<file path="src/rtl/imem_loader_pkg.sv">
// Shared types and constants for the instruction memory loader.
package imem_loader_pkg;

  localparam int unsigned IMEM_ADDR_W = 8;
  localparam int unsigned IMEM_DATA_W = 32;

  // Filler instruction used to pad programs.
  localparam logic [31:0] INSTR_NOP = 32'h0;

  typedef enum logic [2:0] {
    S_IDLE,
    S_LOAD,
    S_FLUSH,
    S_RUN,
    S_ERROR
  } state_e;

endpackage

</file>
<file path="src/rtl/imem_loader_write_reg.sv">
// Registered instruction memory write port: one pipeline stage holding
// address, data and strobe, cleared asynchronously by the active-low reset.
module imem_write_reg #(
  parameter int unsigned ADDR_W = 8,
  parameter int unsigned DATA_W = 32
) (
  input  logic              clk_i,
  input  logic              rst_ni,
  input  logic              wr_en_i,
  input  logic [ADDR_W-1:0] addr_i,
  input  logic [DATA_W-1:0] data_i,
  output logic              mem_wr_en_o,
  output logic [ADDR_W-1:0] mem_addr_o,
  output logic [DATA_W-1:0] mem_wr_data_o
);

  logic              wr_en_q;
  logic [ADDR_W-1:0] addr_q;
  logic [DATA_W-1:0] data_q;

  // Strobe is a one-cycle echo of the accept; address/data hold between writes.
  always_ff @(posedge clk_i or negedge rst_ni) begin
    if (!rst_ni) begin
      wr_en_q <= 1'b0;
      addr_q  <= '0;
      data_q  <= '0;
    end else begin
      wr_en_q <= wr_en_i;
      if (wr_en_i) begin
        addr_q <= addr_i;
        data_q <= data_i;
      end
    end
  end

  assign mem_wr_en_o   = wr_en_q;
  assign mem_addr_o    = addr_q;
  assign mem_wr_data_o = data_q;

endmodule

</file>
<file path="src/rtl/imem_loader.sv">
// Boot-time instruction memory loader: streams words into consecutive
// addresses from 0 and holds the core in reset until the last write commits.
// Optional feature macro: IMEM_LOADER_CHECKSUM_EN adds a running Checksum port.
module imem_loader
  import imem_loader_pkg::*;
#(
  parameter int unsigned ADDR_W = IMEM_ADDR_W,
  parameter int unsigned DATA_W = IMEM_DATA_W
) (
  input  logic              Clk,
  input  logic              Rst,
  input  logic              Start,
  input  logic [DATA_W-1:0] InWord,
  input  logic              InValid,
  input  logic              InLast,
  output logic              InReady,
  output logic              MemWrEn,
  output logic [ADDR_W-1:0] MemAddr,
  output logic [DATA_W-1:0] MemWrData,
  output logic              CoreRst,
  output logic              Done,
  output logic              Error,
`ifdef IMEM_LOADER_CHECKSUM_EN
  output logic [DATA_W-1:0] Checksum,
`endif
  output logic [ADDR_W:0]   WordCount
);

  localparam logic [ADDR_W:0] COUNT_MAX = {1'b1, {ADDR_W{1'b0}}};

  state_e            state_q;
  logic [ADDR_W-1:0] addr_q, addr_d;
  logic [ADDR_W:0]   count_q, count_d;
  logic              in_ready_q;
  logic              core_rst_q;
  logic              done_q;
  logic              error_q;
  logic              accept;
  logic              addr_at_top;

  assign accept      = InValid && in_ready_q;
  assign addr_at_top = (addr_q == '1);

  // Next address/count: the address never wraps and the count saturates.
  always_comb begin
    addr_d  = addr_at_top ? addr_q : addr_q + ADDR_W'(1);
    count_d = (count_q == COUNT_MAX) ? count_q : count_q + (ADDR_W+1)'(1);
  end

  // Load sequencer; status outputs are registered alongside each transition.
  always_ff @(posedge Clk or negedge Rst) begin
    if (!Rst) begin
      state_q    <= S_IDLE;
      addr_q     <= '0;
      count_q    <= '0;
      in_ready_q <= 1'b0;
      core_rst_q <= 1'b1;
      done_q     <= 1'b0;
      error_q    <= 1'b0;
    end else begin
      case (state_q)
        S_IDLE, S_RUN, S_ERROR: begin
          if (Start) begin
            state_q    <= S_LOAD;
            addr_q     <= '0;
            count_q    <= '0;
            in_ready_q <= 1'b1;
            core_rst_q <= 1'b1;
            done_q     <= 1'b0;
            error_q    <= 1'b0;
          end
        end
        S_LOAD: begin
          if (accept) begin
            addr_q  <= addr_d;
            count_q <= count_d;
            if (InLast) begin
              state_q    <= S_FLUSH;
              in_ready_q <= 1'b0;
            end else if (addr_at_top) begin
              state_q    <= S_ERROR;
              in_ready_q <= 1'b0;
              error_q    <= 1'b1;
            end
          end
        end
        S_FLUSH: begin
          state_q    <= S_RUN;
          core_rst_q <= 1'b0;
          done_q     <= 1'b1;
        end
        default: begin
          state_q    <= S_IDLE;
          in_ready_q <= 1'b0;
          core_rst_q <= 1'b1;
          done_q     <= 1'b0;
          error_q    <= 1'b0;
        end
      endcase
    end
  end

  imem_write_reg #(
    .ADDR_W (ADDR_W),
    .DATA_W (DATA_W)
  ) u_write_reg (
    .clk_i         (Clk),
    .rst_ni        (Rst),
    .wr_en_i       (accept),
    .addr_i        (addr_q),
    .data_i        (InWord),
    .mem_wr_en_o   (MemWrEn),
    .mem_addr_o    (MemAddr),
    .mem_wr_data_o (MemWrData)
  );

`ifdef IMEM_LOADER_CHECKSUM_EN
  logic [DATA_W-1:0] sum_q;

  // Running modular sum of accepted words, restarted with each load.
  always_ff @(posedge Clk or negedge Rst) begin
    if (!Rst) begin
      sum_q <= '0;
    end else if ((state_q != S_LOAD) && Start) begin
      sum_q <= '0;
    end else if (accept) begin
      sum_q <= sum_q + InWord;
    end
  end

  assign Checksum = sum_q;
`endif

  assign InReady   = in_ready_q;
  assign CoreRst   = core_rst_q;
  assign Done      = done_q;
  assign Error     = error_q;
  assign WordCount = count_q;

endmodule

</file>
<file path="config.mk">
export PLATFORM = sky130hd
export DESIGN_NAME = imem_loader
export DESIGN_NICKNAME = d
export VERILOG_FILES = /design/src/rtl/imem_loader_pkg.sv /design/src/rtl/imem_loader_write_reg.sv /design/src/rtl/imem_loader.sv
export SDC_FILE = /design/constraint.sdc
export NUM_CORES = 1
export LEC_CHECK = 0
export ABC_AREA = 1
export CAP_MARGIN = 25
export CORE_MARGIN = 4
export CORE_UTILIZATION = 42
export CTS_CLUSTER_SIZE = 40
export DETAILED_ROUTE_END_ITERATION = 6
export PLACE_DENSITY_LB_ADDON = 0.25
export SLEW_MARGIN = 0
export SYNTH_ARGS = -nofsm -noshare
export SYNTH_HDL_FRONTEND = slang
export SYNTH_SLANG_ARGS = --single-unit
export TNS_END_PERCENT = 50
</file>
<file path="constraint.sdc">
create_clock -name Clk -period 1.2 [get_ports Clk]
set_clock_uncertainty 0.05 [all_clocks]
set_input_delay 0.24 -clock Clk [delete_from_list [all_inputs] [get_ports Clk]]
set_output_delay 0.24 -clock Clk [all_outputs]
set_load 0.02 [all_outputs]
</file>
# Word level (Yosys, flattened, before mapping)
# Cells that the tools add are included.
# Widths: inputs -> output; s select.
[totals] regBits=65 inputBits=37 out_inout_bits=54 elab_cells=62
[classes] n_addsub=2 n_eq_ne=13 n_mux=25 bitwise=2 n_reduce_logical=10
[ops] operator="$mux 9" count=3
[ops] operator="$mux 8" count=3
[ops] operator="$pmux 9 s2" count=1
[ops] operator="$pmux 8 s2" count=1
[ops] operator="$mux 3" count=4
[ops] operator="$pmux 1 s3" count=4
[ops] operator="$reduce_and 4->1" count=3
[ops] operator="$ne 2x2->1 const B" count=5
[ops] operator="$add 9x1->9 const B" count=1
[ops] operator="$eq 9x9->1 const B" count=1
[ops] operator="$pmux 3 s3" count=1
[ops] operator="$add 8x1->8 const B" count=1
[ops] operator="$eq 8x8->1 const B" count=1
[ops] operator="$mux 1" count=8
[ops] operator="$eq 3x2->1 const B" count=2
[ops] operator="$reduce_and 5->1" count=1
[ops] operator="$eq 3x1->1 const B" count=1
[ops] operator="$eq 3x3->1 const B" count=1
[ops] operator="$logic_not 3->1" count=1
[ops] operator="$ne 3x3->1 const B" count=1
[ops] operator="$reduce_and 3->1" count=1
[ops] operator="$reduce_or 3->1" count=1
[ops] operator="$ne 2x1->1 const B" count=1
[ops] operator="$not 1->1" count=2
[ops] operator="3 further kinds" count=3

# Logic depth before layout (Yosys ltp)
# Gate-level depths: netlist (run 1).
[depth] word_depth=5 ltp_mapped=9 depth_no_buf=9

# Hierarchy
# From an unflattened synthesis (run 1), not the netlist that was laid out.
[unflattened] cells_unflattened=401 hier_area_um2=3194.3
[modules_own_cells] module="imem_write_reg" instances=1 cells_each=171 area_each_um2=1630.3 seq_area_each_um2=1026.0
[modules_own_cells] module="imem_loader" instances=1 cells_each=230 area_each_um2=1564.0 seq_area_each_um2=601.8

# Least setup slack after synthesis (run 1)
# OpenSTA, ideal clock, no wires.
[synth_timing] path_kind="flip-flop to flip-flop" startpoint="reg count_q[0], in the netlist WordCount[0]" endpoint="reg count_q[0], in the netlist WordCount[0]" setup_ns=0.065 t_arrival_ns=1.355 required_time_ns=1.085 path_slack_ns=-0.270 stages_incl_launch_ff=10 n_path_buf=0 synth_period_minus_slack_ns=1.470 path_cell_list="dfrtp_1 inv_1 ha_1 nand2_1 nor2_1 nand3_1 nand2_2 nor2_4 nand2_1 nand2_1"
[synth_between] elab_chain_cells=4 word_cells_on_any_way=7 cone_classes="add/sub: 1; eq/ne: 2; mux: 3; reduce/logical: 1"
[synth_lines] item="start, declared" line="imem_loader.sv:33" rtl="logic [ADDR_W:0] count_q, count_d;"
[synth_lines] item="start signal, assigned" line="imem_loader.sv:76" rtl="count_q <= count_d;"
[synth_lines] item="$add 9x1->9" line="imem_loader.sv:47" rtl="count_d = (count_q == COUNT_MAX) ? count_q : count_q + (ADDR_W+1)'(1);"
[synth_lines] item="$mux 9" line="imem_loader.sv:47"
[synth_lines] item="$mux 9" line="imem_loader.sv:74" rtl="if (accept) begin"
[synth_lines] item="$pmux 9 s2" line="imem_loader.sv:61" rtl="case (state_q)"
# Parallel ways exist; a longest one is shown, timed or not. The select of a mux whose other input is x is not followed.
# A chain may end at the register's enable or synchronous reset.

# Worst setup path in the final report (run 1)
[layout_timing] startpoint="reg state_q[1]" endpoint="reg state_q[0]"
[layout_between] elab_chain_cells=4 word_cells_on_any_way=11 cone_classes="eq/ne: 7; mux: 1; reduce/logical: 3"
[layout_lines] item="start, declared" line="imem_loader.sv:31" rtl="state_e state_q;"
[layout_lines] item="start signal, assigned" line="imem_loader.sv:53" rtl="state_q <= S_IDLE;"
[layout_lines] item="start signal, assigned" line="imem_loader.sv:64" rtl="state_q <= S_LOAD;"
[layout_lines] item="start signal, assigned" line="imem_loader.sv:78" rtl="state_q <= S_FLUSH;"
[layout_lines] item="$eq 3x2->1 (tied with other cells)" line="imem_loader.sv:61"
[layout_lines] item="$reduce_or 3->1" line="imem_loader.sv:61"
[layout_lines] item="$ne 2x2->1 (no line)"
[layout_lines] item="$reduce_and 3->1 (no line)"
# Parallel ways exist; a longest one is shown, timed or not.

==> flow_summary.ini, run 1 <==
[synthesis]
ys_ff_latch = 65
netlist_top_cells_area = dfrtp_1 53%, nand2_1 25%, nor2_1 3.6%
mappedNetlistArea_mm2 = 0.00305
synth_async_sr_flop_share_pct = 100
synth.avg_cell_area_um2 = 7.69
ys_top_cells_by_count = 206 x nand2_1, 64 x dfrtp_1, 29 x nor2_1, 26 x inv_1, 14 x nand3_1
synth.most_common_cell = nand2_1
synth-main-ff-cell = dfrtp_1
syn_nets = 436
synthCells = 396
synth_cell_types = 24
netlist.top_cell.by_area = dfrtp_1
yosysSeqAreaShare_pct = 53.5
synth_edf_count = 0
ys_warn_count = 0
yosysTopAreaCellShare_pct = 52.6

[power_and_ir_drop]
pwr-share-comb_pct = 51.6
pwr-share-clk_pct = 17.1
leakage_nw = 2.51
switching_share_pct = 43.0
p_sw_mw = 4.66
pwr-share-seq_pct = 31.3
power_density_mw_per_mm2 = 2260
p_int_mw = 6.16
peakVddDrop_mv = 1.53
power_mw = 10.8

[critical_path]
cp_top_family = simple AND/OR/NAND/NOR gates
crit_buf_inv = 2
crit_path_start_kind = flip-flop
timing_worst_setup_path_type = flip-flop to flip-flop
crit_path_max_fanout = 10
cp-end-kind = flip-flop
slowest_delay_ps = 470
path_common_cell = nand2_2
crit_chain = nor2_4 -> nand2_4 -> buf_8 -> nor2_4 -> nand2_2 -> nand3_4 -> inv_2 -> nand2_2 -> nand2_2
crit_slowest_cell = dfrtp_2
arrival_ps = 1640
cp.required_ps = 1390

[final_layout]
area_delta_synth_final_pct = 57.2
drive_above_1_share_pct = 32.1
finish.instance_area_mm2 = 0.00479
fill_cells = 572
layout.nets = 580
n_antenna_cell = 0

[global_route]
grt_pass1_vias = 2960
grt_max_degree = 66
grt_use_total_pct = 19.1
globalRouteOverflowTotal = 0
grt_first_pass_wirelength_um = 13300
antenna_found_initial = 0

[routing]
drt_first_iter_violations = 154
wl_per_cell_um = 13.2
drtPass1Iterations = 6
wirelength_um = 8430
ant_nets = 0
vias_per_cell = 4.73
vias = 3031
post-route-drc-count = 0

[floorplanning]
fp-row-count = 30
die_h_um = 93.2
chipWidth_um = 93.2
core_area_mm2 = 0.00691
io-pin-count = 91
start_util_pct = 44.1
die_area_mm2 = 0.00868

[job]
drv_cap = 0

[hold_path]
hold_class = input pin to flip-flop

[timing]
final-hold-violation-count = 0
worst_slack_ps = -254
fin_crit_sh_pct = 121
rsz0062_at_grt = yes
fin_crit_ps = 1450
worst_pin_slew_ps = 360
relSlewSlack_pct = 76.0
timing.fmax_ghz = 0.688
maxSlewViolCount = 0
finalSetupViolCount = 30

[placed_design]
place_ws_ps = -351
place_area_mm2 = 0.00440
portBuffers = 90
place.gp.congestion = 0.797
dp_hpwl_um = 5480

[status]
violations = setup timing
status = finished with violations

[clock_tree]
clock_path_buffers = 2
clkLatencyLatePin_ps = 340
clkTransAtPathRegs_ps = 70
cts-root-buf = clkbuf_8
cts.sinks = 65
h-tree-depth = 3
cts_made_buffers = 9
cts_tree = yes
[per-layer routing]
metal	routed length [um]	GRT usage, %
met1	3670	23.4
met2	4060	32.0
met3	621	4.99
met4	88	7.57
met5	0	0
[per-stage QoR]
| step | instances | hold slack (ps) | util, % | setup TNS [ps] |
|---|---|---|---|---|
| finish | 641 | 380 | 69.3 | -4990 |
| global route | 641 | 380 | 69.3 | -7250 |
| CTS | 632 | 371 | 65.8 | -4880 |
| detailed placement | 610 | 236 | 63.7 | -18520 |
| global placement | 610 | 231 | 63.7 | -18060 |
| floorplan | 396 | -106 | - | -3300 |
[power by group through the flow]
stage	registers (mW)	logic, mW	clock network [mW]
3_5_place_dp	3.35	5.11	0
5_1_grt	3.48	6.04	1.99
4_1_cts	3.34	5.02	1.90
6_report	3.38	5.59	1.85
3_3_place_gp	3.31	5.03	0
2_1_floorplan	4.13	1.98	0
[cell type report]
class / instances / area [um^2] / area share [%]
well taps: 96 / 120 / 2.51
repair buffers: 141 / 1220 / 25.4
clock buffers: 11 / 141 / 2.95
inverters: 27 / 106 / 2.22
clock inverters: 5 / 55.1 / 1.15
flip-flops and latches: 65 / 1630 / 34.1
multi-input cells: 296 / 1510 / 31.6
[worst paths after layout]
check / start / endpoint / slack [ps] / depth (start not counted)
max in group asynchronous: Rst / CoreRst / 370 / 3
min: InWord[10] / u_write_reg.mem_wr_data_o[10] / 380 / 3
min reg2reg: u_write_reg.mem_addr_o[1] / u_write_reg.mem_addr_o[1] / 420 / 2
min in group asynchronous: Rst / u_write_reg.mem_wr_data_o[29] / 390 / 3
max reg2reg: state_q[1] / state_q[0] / -250 / 9
max: state_q[1] / state_q[0] / -250 / 9
[flip-flops by register name, summed over array words and instances, names as in the netlist]
| name | count |
|---|---|
| u_write_reg.mem_wr_data_o | 32 |
| WordCount | 9 |
| addr_q | 8 |
| u_write_reg.mem_addr_o | 8 |
| state_q | 3 |
| CoreRst | 1 |
| Done | 1 |
| Error | 1 |
| InReady | 1 |
| u_write_reg.mem_wr_en_o | 1 |
[cells in the final DEF (no fill, tap or decap), drive strengths merged]
master / Yosys / routed
a21oi: 6 / 6
buf: 7 / 104
bufinv: 0 / 1
clkbuf: 4 / 12
clkdlybuf4s50: 0 / 35
clkinv: 1 / 2
clkinvlp: 0 / 2
dfrtp: 64 / 64
dfstp: 1 / 1
dlygate4sd3: 0 / 1
ha: 3 / 3
inv: 26 / 27
nand2: 211 / 213
nand3: 15 / 15
nand4: 2 / 2
nor2: 32 / 33
nor3: 1 / 1
nor3b: 2 / 2
o21ai: 11 / 11
o21bai: 9 / 9
xor2: 1 / 1
[worst reg2reg max path, cell delays in order (launching register included)]
cell,delay (ps)
dfrtp_2,470
nor2_4,170
nand2_4,80
buf_8,150
nor2_4,90
nand2_2,80
nand3_4,90
inv_2,60
nand2_2,60
nand2_2,50
[what timing repair did]
item                                    4_1_cts  5_1_grt
endpoints found under the setup margin       95       79
hold buffers                                  1        0
pin swaps                                    14       14
buffers inserted                              3        7
gates cloned                                  2        2
gates resized for setup                     263       46
endpoints found under the hold margin        64        0
[cells by family after synthesis]
family	count (synthesis)	synth area share, %
compound gates	26	5.01
buf+inv	38	5.05
fa+ha+maj	3	1.23
flops	65	53.5
xor+xnor	1	0.288
simple gates	263	35.0
No activity file was read; power rests on OpenSTA's default activity.
==> inputs of run 2 (changes only) <==
--- a/config.mk
+++ b/config.mk
@@ -7,10 +7,12 @@
 export LEC_CHECK = 0
 export ABC_AREA = 1
 export CAP_MARGIN = 25
+export CELL_PAD_IN_SITES_DETAIL_PLACEMENT = 1
+export CELL_PAD_IN_SITES_GLOBAL_PLACEMENT = 2
 export CORE_MARGIN = 4
-export CORE_UTILIZATION = 42
-export CTS_CLUSTER_SIZE = 40
+export CORE_UTILIZATION = 23
 export DETAILED_ROUTE_END_ITERATION = 6
+export GPL_TIMING_DRIVEN = 1
 export PLACE_DENSITY_LB_ADDON = 0.25
 export SLEW_MARGIN = 0
 export SYNTH_ARGS = -nofsm -noshare
==> run 2 against run 1 <==
Net effect:
- the flow still finishes with violations (setup timing)
- cell area up 5.7%
- total power up 8.8%
- via count up 2.1%
- hold slack better by 25 ps
- combinational power up 3%
- sequential power about the same
- final cell count up 14%
- clock power up 44%
- global-route usage down 5.1 points
- die area up 75%
- utilization down 30 points
- largest power group unchanged
==> flow_summary.ini, run 2 (same netlist as run 1, synthesis figures left out) <==
[status]
status = finished with violations
violations = setup timing

[placed_design]
place_ws_ps = -410
portBuffers = 90
place.gp.congestion = 0.760
dp_hpwl_um = 6930
place_area_mm2 = 0.00458
dp.cells = 696

[routing]
wl_per_cell_um = 13.9
vias = 3096
drt_first_iter_violations = 75
vias_per_cell = 4.24
drtPass1Iterations = 6
ant_nets = 0
post-route-drc-count = 0
wirelength_um = 10200

[power_and_ir_drop]
power_density_mw_per_mm2 = 2330
switching_share_pct = 41.0
pwr-share-seq_pct = 28.6
pwr-share-comb_pct = 48.8
peakVddDrop_mv = 0.693
p_sw_mw = 4.82
p_int_mw = 6.95
pwr-share-clk_pct = 22.6
leakage_nw = 2.60

[critical_path]
r2r-start = state_q[0]
crit_path_max_fanout = 12
critPathLaunch = state_q[0]
crit_path_end = WordCount[5]
ff2ff_setup_slack_ps = -230
arrival_ps = 1600
r2r_cells = 8
r2r_end = WordCount[5]
crit_path_start_kind = flip-flop
cp.required_ps = 1370
timing_worst_setup_path_type = flip-flop to flip-flop
cp-end-kind = flip-flop

[clock_tree]
h-tree-depth = 3
clkLatencyLatePin_ps = 330
cts_tree = yes
clock_path_buffers = 2
cts-root-buf = clkbuf_16
cts.sinks = 65
clkTransAtPathRegs_ps = 60
cts_made_buffers = 9

[final_layout]
fill_cells = 1491
largest_register_ff_count = 32
area_delta_synth_final_pct = 66.1
n_antenna_cell = 0
multi_input_area_mm2 = 0.00147
final_common_cell = nand2_1
drive_above_1_share_pct = 35.3
seq_area_mm2 = 0.00164
finish.instance_area_mm2 = 0.00506
layout.nets = 593
final_cell_mix = 185 x nand2_1, 57 x dfrtp_1, 52 x buf_4
final_cells = 730

[timing]
timing.fmax_ghz = 0.697
relSlewSlack_pct = 75.2
worst_pin_slew_ps = 372
rsz0062_at_grt = yes
worst_slack_ps = -234
finalSetupViolCount = 28
fin_crit_sh_pct = 119
tns_ps = -4830
final-hold-violation-count = 0
fin_crit_ps = 1430
maxSlewViolCount = 0

[floorplanning]
die_area_mm2 = 0.0151
start_util_pct = 23.8
core_area_mm2 = 0.0128
fp-row-count = 41
chipWidth_um = 123
io-pin-count = 91
die_h_um = 123

[global_route]
antenna_found_initial = 0
grt_max_degree = 66
grt_use_total_pct = 14.0
globalRouteOverflowTotal = 0
grt_first_pass_wirelength_um = 16800
grt_pass1_vias = 3350

[hold_path]
hold_class = input pin to flip-flop

[job]
drv_cap = 0
-- run 2: what timing repair did --
item                                    in CTS  in global routing
gates cloned                                 2                  2
endpoints found under the setup margin     119                 70
setup buffers                                7                  6
hold buffers                                 1                  0
endpoints found under the hold margin       64                  0
pin swaps                                   11                  8
gates resized for setup                    265                 35
-- run 2: worst max-delay path, cell delays in order, from the launching register on --
cell,delay [ps]
dfrtp_2,440
buf_4,160
nand2_4,70
nor2_4,50
nand2_4,100
nand2_8,100
buf_4,150
o21bai_1,130
nand2_1,70
-- run 2: layout make-up --
type / count / area share (%)
multi-input cells: 295 / 29.1
repair buffers: 155 / 26.0
clock buffers: 10 / 4.72
well taps: 172 / 4.25
flip-flops and latches: 65 / 32.3
clock inverters: 6 / 1.31
inverters: 27 / 2.20
-- run 2: how the worst min path moves through the flow --
| stage | from | end | slack (ps) | cells after the start |
|---|---|---|---|---|
| after floorplan | Rst | Done | -110 | 0 |
| after global placement | Rst | u_write_reg.mem_wr_data_o[20] | 240 | 2 |
| after detailed placement | Rst | u_write_reg.mem_wr_data_o[20] | 240 | 2 |
| after CTS | InWord[27] | u_write_reg.mem_wr_data_o[27] | 390 | 3 |
| after global routing | InWord[6] | u_write_reg.mem_wr_data_o[6] | 400 | 3 |
| final | InWord[16] | u_write_reg.mem_wr_data_o[16] | 400 | 3 |
-- run 2: power groups by stage --
stage	combinational, mW	clock (mW)	sequential (mW)
final	5.74	2.66	3.37
after global routing	6.32	2.85	3.46
after CTS	5.42	2.75	3.35
after detailed placement	5.37	0	3.38
after global placement	5.28	0	3.35
after floorplan	1.98	0	4.13
-- run 2: per-layer routing --
metal | up-vias | wire length [um] | part of all wire, % | track usage [%]
met5 | - | 0 | 0 | 0
met4 | 0 | 114 | 1.1 | 4.01
met3 | 10 | 544 | 5.4 | 3.25
met2 | 67 | 4930 | 48 | 23.0
met1 | 1481 | 4580 | 45 | 18.4
li1 | 1538 | - | - | -
-- run 2: stage by stage --
step	util [%]	hold slack, ps	power (mW)
after global routing	39.6	404	12.6
after global placement	35.9	242	8.63
final	39.6	405	11.8
after detailed placement	35.9	238	8.75
after CTS	38.1	390	11.5
after floorplan	-	-106	6.10
==> inputs of run 3 (changes only) <==
--- a/config.mk
+++ b/config.mk
@@ -10,12 +10,13 @@
 export CELL_PAD_IN_SITES_DETAIL_PLACEMENT = 1
 export CELL_PAD_IN_SITES_GLOBAL_PLACEMENT = 2
 export CORE_MARGIN = 4
-export CORE_UTILIZATION = 23
+export CORE_UTILIZATION = 24
 export DETAILED_ROUTE_END_ITERATION = 6
 export GPL_TIMING_DRIVEN = 1
 export PLACE_DENSITY_LB_ADDON = 0.25
 export SLEW_MARGIN = 0
 export SYNTH_ARGS = -nofsm -noshare
 export SYNTH_HDL_FRONTEND = slang
+export SYNTH_HIERARCHICAL = 1
 export SYNTH_SLANG_ARGS = --single-unit
 export TNS_END_PERCENT = 50
==> run 3 against run 2 <==
Net effect:
- the run still ends with setup timing left
- synthesized cell count up 1.3%
- routed wire length grew 10%
- sequential power rose by 2%
- via count up 2.4%
- hold slack worse by 5.2 ps
- count of clock-buffer cells in the layout grew 3
- clock power hardly changed
- register-to-register slack got worse by 50 ps
- total power is 8.4% higher
- synthesized area up 4.9%
- sequential cell count unchanged
- critical endpoint is now state_q[0]
- largest cell class unchanged
==> flow_summary.ini, run 3 <==
[synthesis]
mappedNetlistArea_mm2 = 0.00319
synth.avg_cell_area_um2 = 7.97
ys_ff_latch = 65
synth_cell_types = 26
netlist_top_cells_area = dfrtp_1 50%, nand2_1 24%, nor2_1 3.5%
synth_edf_count = 0
synth_async_sr_flop_share_pct = 100
synth.most_common_cell = nand2_1
ys_warn_count = 6
synthCells = 401
syn_nets = 441
ys_top_cells_by_count = 208 x nand2_1, 64 x dfrtp_1, 30 x nor2_1, 25 x inv_1, 14 x nand3_1
netlist.top_cell.by_area = dfrtp_1
yosysTopAreaCellShare_pct = 50.1
yosysSeqAreaShare_pct = 51.0
synth-main-ff-cell = dfrtp_1

[placed_design]
place.gp.congestion = 0.743
place_area_mm2 = 0.00469
dp_hpwl_um = 7260
portBuffers = 90

[timing]
rsz0062_at_grt = yes
final-hold-violation-count = 0
worst_pin_slew_ps = 378
fin_crit_ps = 1490
maxSlewViolCount = 0
worst_slack_ps = -288
finalSetupViolCount = 47
relSlewSlack_pct = 74.8
fin_crit_sh_pct = 124
timing.fmax_ghz = 0.672

[routing]
vias_per_cell = 4.26
vias = 3171
post-route-drc-count = 0
drt_first_iter_violations = 133
drtPass1Iterations = 4
ant_nets = 0
wirelength_um = 11200
wl_per_cell_um = 15.0

[clock_tree]
clkLatencyLatePin_ps = 330
h-tree-depth = 3
cts_made_buffers = 9
clkTransAtPathRegs_ps = 50
cts.sinks = 65
cts-root-buf = clkbuf_16
cts_tree = yes
clock_path_buffers = 2

[final_layout]
fill_cells = 1527
final_common_cell = nand2_1
n_antenna_cell = 0
finish.instance_area_mm2 = 0.00536
seq_area_mm2 = 0.00164
final_cell_mix = 175 x nand2_1, 58 x dfrtp_1, 54 x buf_4
largest_register_ff_count = 32
drive_above_1_share_pct = 40.0
area_delta_synth_final_pct = 67.9
layout.nets = 608
multi_input_area_mm2 = 0.00160

[hold_path]
hold_class = input pin to flip-flop

[global_route]
grt.met2_usage_pct = 21.9
use_met3_pct = 3.16
grt_pass1_vias = 3262
grt_max_degree = 66
grt.busiest_layer = met2
grt_first_pass_wirelength_um = 16300
grtUsageMet1_pct = 17.9
antenna_found_initial = 0
grt_use_total_pct = 13.7
globalRouteOverflowTotal = 0

[critical_path]
arrival_ps = 1660
timing_worst_setup_path_type = flip-flop to flip-flop
crit_path_max_fanout = 4
cp-end-kind = flip-flop
cp.required_ps = 1370
crit_path_start_kind = flip-flop

[power_and_ir_drop]
leakage_nw = 2.82
pwr-share-comb_pct = 52.2
pwr-share-clk_pct = 20.8
pwr-share-seq_pct = 27.0
power_mw = 12.8
p_int_mw = 7.46
switching_share_pct = 41.5
power_density_mw_per_mm2 = 2380
p_sw_mw = 5.30
peakVddDrop_mv = 0.737

[floorplanning]
die_h_um = 123
start_util_pct = 24.9
core_area_mm2 = 0.0128
die_area_mm2 = 0.0152
chipWidth_um = 123
io-pin-count = 91
fp-row-count = 41

[status]
violations = setup timing
status = finished with violations

[job]
drv_cap = 0
==> run 3: cell count changes after synthesis, sizes merged, moves of 2 or more <==
cell   previous run  this run
a21oi             6         1
inv              26        28
nand2           211       223
nor3b             2         0
o21ai            11         3
==> run 3: layer usage <==
metal	wire length [um]	share of wire, %
met5	0	0
met4	142	1.3
met3	584	5.2
met2	5420	48
met1	5060	45
==> run 3: logic make-up (layout without fill, tap and decap cells) <==
kind of cell | count (synthesis) | after routing | share of synthesized area, %
simple gates | 276 | 277 | 36.2
flops | 65 | 65 | 51.0
buf+inv | 39 | 210 | 7.68
compound gates | 15 | 15 | 3.21
fa+ha+maj | 3 | 3 | 1.18
xor+xnor | 3 | 3 | 0.823
==> run 3: worst max-delay path, cell delays in order, from the launching register on <==
cell     delay [ps]
dfrtp_2         460
inv_4           100
nand2_2          70
nor2_4          190
nand2_4         120
buf_6           140
nand3_4         110
inv_4            50
nand2_1          50
nand2_1          50
==> run 3: repair_timing <==
item | 4_1_cts | 5_1_grt
pin swaps | 6 | 14
buffers inserted | 4 | 6
hold buffers | 1 | 0
gates cloned | 1 | 8
hold endpoints to repair | 64 | 0
resized for setup | 244 | 88
endpoints found under the setup margin | 118 | 76
==> run 3: metrics by stage <==
step	setup slack (ps)	TNS, ps	hold WS, ps	util, %	std cells
floorplan	-148	-2210	-106	-	401
global placement	-352	-22640	246	36.6	709
detailed placement	-385	-24090	250	36.6	709
CTS	-269	-5850	394	38.2	731
global route	-378	-10450	396	41.8	745
finish	-288	-6020	399	41.8	745
==> run 3: power by group through the flow <==
| stage | Combinational (mW) | Sequential, mW | Clock [mW] |
|---|---|---|---|
| floorplan | 2.19 | 4.18 | 0 |
| global placement | 5.59 | 3.37 | 0 |
| detailed placement | 5.73 | 3.40 | 0 |
| CTS | 5.65 | 3.37 | 2.72 |
| global route | 7.23 | 3.55 | 2.84 |
| finish | 6.66 | 3.44 | 2.66 |
==> run 3: path summary, 6_finish.rpt <==
kind                                               start                             to  slack (ps)  cells past startpoint
min in group asynchronous                            Rst                           Done         430                      3
min reg2reg                u_write_reg/mem_wr_data_o[19]  u_write_reg/mem_wr_data_o[19]         420                      2
max                                           state_q[1]                     state_q[0]        -290                      9
max reg2reg                                   state_q[1]                     state_q[0]        -290                      9
max in group asynchronous                            Rst                   WordCount[1]         340                      3
min                                           InWord[11]  u_write_reg/mem_wr_data_o[11]         400                      3
==> run 3: layout make-up <==
type	instances	share of cell area [%]
sequential	65	30.5
multi-input combinational	298	29.8
timing repair buffer	161	26.1
clock buffer	13	4.85
tap	172	4.01
inverter	28	2.64
timing repair inverter	5	1.40
clock inverter	3	0.747
